$ cat config.mk
export PLATFORM = sky130hd
export DESIGN_NAME = jam_host
export DESIGN_NICKNAME = d
export VERILOG_FILES = /design/src/rtl/jam_pkg.sv /design/src/rtl/jam_cost_table.sv /design/src/rtl/jam_host.sv
export SDC_FILE = /design/constraint.sdc
export NUM_CORES = 1
export LEC_CHECK = 0
export BUFFER_PORTS_ARGS = -buffer_cell sky130_fd_sc_hd__buf_2
export CAP_MARGIN = 5
export CORE_MARGIN = 3
export CORE_UTILIZATION = 40
export CTS_BUF_LIST = sky130_fd_sc_hd__clkbuf_8
export CTS_CLUSTER_SIZE = 16
export DETAILED_ROUTE_END_ITERATION = 10
export PLACE_DENSITY_LB_ADDON = 0.08
export SYNTH_ARGS = -nofsm -noshare
export SYNTH_HDL_FRONTEND = slang
export SYNTH_HIERARCHICAL = 1
export SYNTH_SLANG_ARGS = --single-unit
export TNS_END_PERCENT = 20
$ cat constraint.sdc
create_clock -name CLK -period 3.25 [get_ports CLK]
set_clock_uncertainty 0.2 [all_clocks]
set_input_delay 0.1625 -clock CLK [delete_from_list [all_inputs] [get_ports CLK]]
set_output_delay 0.1625 -clock CLK [all_outputs]
set_load 0.1 [all_outputs]
$ cat src/rtl/jam_pkg.sv
// jam_pkg: shared widths, table depth and host FSM state encoding for the JAM host.
package jam_pkg;
    localparam int COST_W      = 7;
    localparam int SUM_W       = 10;
    localparam int MATCH_W     = 4;
    localparam int IDX_W       = 3;
    localparam int TABLE_DEPTH = 64;

    typedef enum logic [1:0] {LOAD, RUN, RESULT} state_t;
endpackage

$ cat src/rtl/jam_cost_table.sv
// jam_cost_table: 64-entry cost store, synchronous write and combinational read, no reset.
module jam_cost_table
    import jam_pkg::*;
(
    input  logic                 CLK,
    input  logic                 we,
    input  logic [2*IDX_W-1:0]   waddr,
    input  logic [COST_W-1:0]    wdata,
    input  logic [2*IDX_W-1:0]   raddr,
    output logic [COST_W-1:0]    rdata
);
    logic [COST_W-1:0] mem [TABLE_DEPTH];

    always_ff @(posedge CLK)
        if (we) mem[waddr] <= wdata;

    assign rdata = mem[raddr];
endmodule

$ cat src/rtl/jam_host.sv
// jam_host: loads the cost table, runs the JAM engine and returns its result.
// Optional RUN timeout is compiled in with JAM_HOST_TIMEOUT_EN.
module jam_host
    import jam_pkg::*;
#(
    parameter int TIMEOUT_CYCLES = 2000000,
    parameter int CNT_W          = 21
) (
    input  logic                 CLK,
    input  logic                 RST,
    input  logic                 load_valid,
    input  logic [COST_W-1:0]    load_data,
    output logic                 load_ready,
    output logic                 jam_rst,
    input  logic [IDX_W-1:0]     W,
    input  logic [IDX_W-1:0]     J,
    output logic [COST_W-1:0]    Cost,
    input  logic                 Valid,
    input  logic [SUM_W-1:0]     MinCost,
    input  logic [MATCH_W-1:0]   MatchCount,
    output logic                 res_valid,
    input  logic                 res_ready,
    output logic [SUM_W-1:0]     res_min_cost,
    output logic [MATCH_W-1:0]   res_match_count,
    output logic                 res_timeout
);
    state_t               state, next_state;
    logic [2*IDX_W-1:0]   idx;
    logic                 accept, tmo;

    assign load_ready = (state == LOAD);
    assign accept     = load_valid && load_ready;

    jam_cost_table u_table (
        .CLK   (CLK),
        .we    (accept),
        .waddr (idx),
        .wdata (load_data),
        .raddr ({W, J}),
        .rdata (Cost)
    );

`ifdef JAM_HOST_TIMEOUT_EN
    logic [CNT_W-1:0] cnt;

    always_ff @(posedge CLK)
        if (RST || state != RUN) cnt <= '0;
        else if (cnt != '1)      cnt <= cnt + 1'b1;

    assign tmo = (cnt == CNT_W'(TIMEOUT_CYCLES - 1));
`else
    // Parameters kept for a uniform interface; without the counter the abort never fires.
    assign tmo = (TIMEOUT_CYCLES < 0) && (CNT_W < 0);
`endif

    always_comb begin
        next_state = state;
        case (state)
            LOAD:    if (accept && idx == 6'(TABLE_DEPTH - 1)) next_state = RUN;
            RUN:     if (Valid || tmo)                           next_state = RESULT;
            RESULT:  if (res_ready)                              next_state = LOAD;
            default: next_state = LOAD;
        endcase
    end

    always_ff @(posedge CLK) begin
        if (RST) begin
            state           <= LOAD;
            idx             <= '0;
            jam_rst         <= 1'b1;
            res_valid       <= 1'b0;
            res_min_cost    <= '0;
            res_match_count <= '0;
            res_timeout     <= 1'b0;
        end else begin
            state     <= next_state;
            jam_rst   <= (next_state != RUN);
            res_valid <= (next_state == RESULT);
            if (accept) idx <= idx + 1'b1;
            // Valid has priority over a timeout landing in the same cycle.
            if (state == RUN && Valid) begin
                res_min_cost    <= MinCost;
                res_match_count <= MatchCount;
                res_timeout     <= 1'b0;
            end else if (state == RUN && tmo) begin
                res_min_cost    <= '1;
                res_match_count <= '0;
                res_timeout     <= 1'b1;
            end
        end
    end
endmodule

# Word-level counts from Yosys, hierarchy flattened
# Memories as Yosys holds them, arrays and structs flattened.
# Cells that the tools add are included.
# op_classes
n_eq_ne	5
mux	6
add_sub_neg	1
n_reduce_logical	4
# op_table
cell	count
$add 6x1->6 const B	1
$eq 6x6->1 const B	1
$mux 2	3
$pmux 2 s3	1
$eq 2x2->1 const B	2
$logic_and 1x1->1	3
$eq 2x1->1 const B	1
$logic_not 2->1	1
$mux 1	2
$ne 2x1->1 const B	1
# totals
mem_bits_rw	448
output_inout_bits	25
inputBits	32
memories	1
register_bits	24
wordCells	23
# mem_list
name	depth	width	rd	rd_clocked_by_memory_dff	write_ports	line_no	rtl
u_table.mem	64	7	1	0	1	jam_cost_table.sv:12	logic [COST_W-1:0] mem [TABLE_DEPTH];

# Longest topological paths before layout
# depth
ltp_word	6
mapped_depth	7
depth_no_buf	4

# Cells and area by module
# The synthesis kept the hierarchy.
# modules_own_cells
mod	cells_per_inst	seq_area_each_um2	instances	area_each_um2
jam_cost_table	820	13452.9	1	17495.5
jam_host	113	480.5	1	960.9

# Least setup slack after synthesis
# Ideal clock, no wire load.
# synth_timing
kind	input to output
startpoint	input J[2]
endpoint	output Cost[2]
path_stages	6
t_required_ns	2.887
setup_slack_ns	-0.465
arrival_time_ns	3.352
path_buffers	2
path_cell_list	buf_2 clkbuf_1 mux4_2 mux2i_1 a21o_1 o31ai_1
# synth_via
elab_chain_len	1
# synth_lines
item	line_no	rtl
start: declaration	jam_host.sv:16	input logic [IDX_W-1:0] J,
$mem_v2 64x7	-	
end: declaration	jam_host.sv:17	output logic [COST_W-1:0] Cost,
# No other way between the ends.

# Worst setup path after layout
# layout_timing
startpoint	memory u_table.mem[60][0]
endpoint	output Cost[0]
# layout_via
elab_chain_len	1
# layout_lines
item	line_no
start: declaration	jam_cost_table.sv:12
$mem_v2 64x7	-
# No other way between the ends.

==> results.cfg <==
[status]
status = finished clean

[worst_setup_path]
path_max_fanout = 1
crit_chain = mux4_2 -> a22oi_1 -> a41oi_1 -> a41o_1 -> buf_2
critical_path.max_stage_delay_ps = 460
timing.reg2reg.worst_path_depth = 5
slowest_stage = mux4_2
required_ps = 2890
reg2reg_slack_ps = 510
arrival_ps = 2720
worst_setup_path_start_kind = flip-flop
crit_family = compound AO/OA/AOI/OAI gates
critical_path_buf_inv_count = 1
r2r_end = res_match_count[0]
crit_type = flip-flop to output port
worst_setup_path_end_kind = output port
cp.depth = 5
r2r-start = state[0]

[synth]
synth_area_mm2 = 0.0185
syn_area_per_cell_um2 = 19.8
ys_warn_count = 6
async_flop_share_pct = 0
syn_nets = 966
ys.flop_type = edfxtp_1
synth-seq-cells = 472
yosysSeqAreaShare_pct = 75.5
synth_edf_count = 448
yosysUniqueCellTypes = 46
syn_inst = 933

[sta]
slew_headroom_pct = 23.8
period_needed_ps = 3080
fmax_ghz = 0.324
worstMarginPinSlew_ps = 1140
setup_ws_ps = 165
rsz0062_at_grt = false
maxSlewViolCount = 0
tns_ps = 0
finalHoldViolCount = 0
hold_slack_ps = 49.8
period_share_pct = 94.9
setup_violations = 0

[place]
port_buffers = 55
gp_congestion = 0.775
placed_area_mm2 = 0.0201
dpl.hpwl_um = 29400
dp_slack_ps = 329

[global_route]
grt_use_total_pct = 19.2
grt.overflow.total = 0
grt_start_max_net_pins = 65
antenna_found_initial = 0
grt_pass1_wl_um = 68800
grt_pass1_vias = 10200

[min_path]
min_from = load_data[6]
whs_path_depth = 1
hp-class = input pin to flip-flop
worst_hold_path.endpoint = u_table/mem[41][6]

[clock_network]
cts_resized = 0
cts_setup_buffers = 0
clkSinkCount = 472
root_buffer = clkbuf_8
htreeDepth = 3
cts_tree = built
numCtsBuffers = 81
clkTransAtPathRegs_ps = 60
insertion_delay_ps = 630
clock_path_buffers = 3

[route]
vias = 9812
wl_per_cell_um = 25.4
drc = 0
vias_per_cell = 5.35
wl_um = 46600
drt.antenna.violating_nets = 0
dr.first_iter.drc_count = 814
drt_pass1_iterations = 5

[layout]
utilization_pct = 48.5
drive_gt1_share_pct = 30.5
fin_area_mm2 = 0.0221
n_antenna_cell = 0
nets = 1207
fillCellCount = 3903
areaGrowthSynthToFinish_pct = 19.6

[power]
leakagePower_nw = 7.32
ir_drop_v = 0.000308
powerDensity_mw_per_mm2 = 557

[job]
maxCapViolations = 0

[die]
row_count = 78
die_w_um = 221
die_area_mm2 = 0.0488
ios = 57
die_h_um = 221
coreArea_mm2 = 0.0455
start_util_pct = 40.6
==> worst max path at each step <==
stage | start | endpoint | slack, ps
4_1_cts | u_table/mem[60][0] | Cost[0] | 70
3_3_place_gp | J[2] | Cost[3] | 320
5_1_grt | u_table/mem[61][0] | Cost[0] | 60
2_1_floorplan | J[2] | Cost[2] | 400
3_5_place_dp | J[2] | Cost[3] | 330
6_report | u_table/mem[60][0] | Cost[0] | 170
==> worst reg2reg max path, stage by stage, from the launching register on <==
cell	delay [ps]
dfxtp_1	500
and3b_1	590
nand2_1	110
dlygate4sd3_1	580
a21oi_1	120
dlygate4sd3_1	570
==> layer usage <==
| metal | global-route usage [%] | up-vias | routed length [um] |
|---|---|---|---|
| met2 | 30.2 | 304 | 22200 |
| met4 | 6.50 | 0 | 1070 |
| met3 | 4.26 | 70 | 2720 |
| met1 | 26.9 | 5127 | 20600 |
| met5 | 0 | - | 0 |
| li1 | - | 4311 | - |
==> cell usage in the layout, fill, tap and decap left out, drive strengths merged, types with 3 or more instances in the layout <==
cell | synthesis | layout
a22oi | 8 | 8
nand3b | 5 | 5
edfxtp | 448 | 448
nand2b | 6 | 6
a211oi | 4 | 4
nor3b | 4 | 4
nand4 | 3 | 3
o31ai | 8 | 8
nor3 | 9 | 9
clkbuf | 21 | 82
mux4 | 112 | 112
a22o | 3 | 3
clkinv | 0 | 36
nand2 | 40 | 40
and3b | 4 | 4
dfxtp | 24 | 24
o21ai | 10 | 10
dlygate4sd3 | 0 | 49
mux2i | 17 | 17
or3 | 3 | 3
o221ai | 9 | 9
nand3 | 9 | 9
nor2b | 8 | 8
buf | 33 | 163
nor2 | 85 | 85
o22ai | 12 | 12
inv | 2 | 24
a21oi | 24 | 24
mux2 | 4 | 4
==> sequential cells by signal (all words and copies together) (netlist names) <==
register / flops
u_table/mem: 448
res_min_cost: 10
idx: 6
res_match_count: 4
state: 2
jam_rst: 1
res_valid: 1
==> synth_stat cells (2+ instances only) <==
master    instances  area [um2]
a211oi_1          4        30.0
a21oi_1          24         120
a22o_1            3        26.3
a22oi_1           8        60.1
a32o_1            2        20.0
a41o_1            2        20.0
and3b_1           4        35.0
buf_2            18        90.1
buf_4             7        52.6
buf_6             7        78.8
clkbuf_1         21        78.8
dfxtp_1          24         480
edfxtp_1        448       13500
inv_1             2        7.51
mux2_2            4        45.0
mux2i_1          17         170
mux4_2          112        2520
nand2_1          40         150
nand2b_1          6        37.5
nand3_1           9        45.0
nand3b_1          5        37.5
nand4_1           3        18.8
nor2_1           85         319
nor2b_1           8        50.1
nor3_1            9        45.0
nor3b_1           3        22.5
nor4_1            2        12.5
o21ai_0           5        25.0
o21ai_1           5        25.0
o221ai_1          9        78.8
o22ai_1          12        75.1
o31ai_1           8        60.1
or3_1             3        18.8
or3b_2            2        17.5
==> cells by family (layout without fill, tap and decap cells) <==
| family | after synthesis | in the layout | synth area share [%] |
|---|---|---|---|
| AOI/OAI and AO/OA | 85 | 85 | 3.06 |
| xor gates and xnor gates | 2 | 2 | 0.0949 |
| adders and majority gates | 1 | 1 | 0.0678 |
| other | 1 | 1 | 0.0203 |
| muxes | 133 | 133 | 14.8 |
| buffers and inverters | 56 | 358 | 1.75 |
| and+or+nand+nor | 183 | 183 | 4.68 |
| DFF | 472 | 472 | 75.5 |
==> power breakdown <==
| part | switching, W | internal [W] |
|---|---|---|
| combinational | 0.000487 | 0.000292 |
| clock | 0.00232 | 0.00250 |
| sequential | 0.0000119 | 0.00667 |
| total | 0.00282 | 0.00946 |
==> stage by stage <==
stage                     instances  power, W
final                          1835    0.0123
after global routing           1835    0.0128
after CTS                      1835    0.0125
after detailed placement       1642   0.00759
after global placement         1642   0.00758
after floorplan                 933   0.00723
==> final cells by class <==
| cell class | count | area [um2] | area share (%) |
|---|---|---|---|
| timing repair buffer | 212 | 1740 | 7.88 |
| multi-input combinational | 405 | 4210 | 19.1 |
| inverter | 2 | 7.51 | 0.0340 |
| clock buffer | 82 | 1130 | 5.11 |
| sequential | 472 | 13900 | 63.1 |
| tap | 600 | 751 | 3.40 |
| clock inverter | 62 | 305 | 1.38 |
==> repair_timing <==
action                     CTS  global route
setup endpoints to repair    0             0
hold endpoints to repair   141             0
hold buffers                49             0
(Power assumes the default switching activity.)
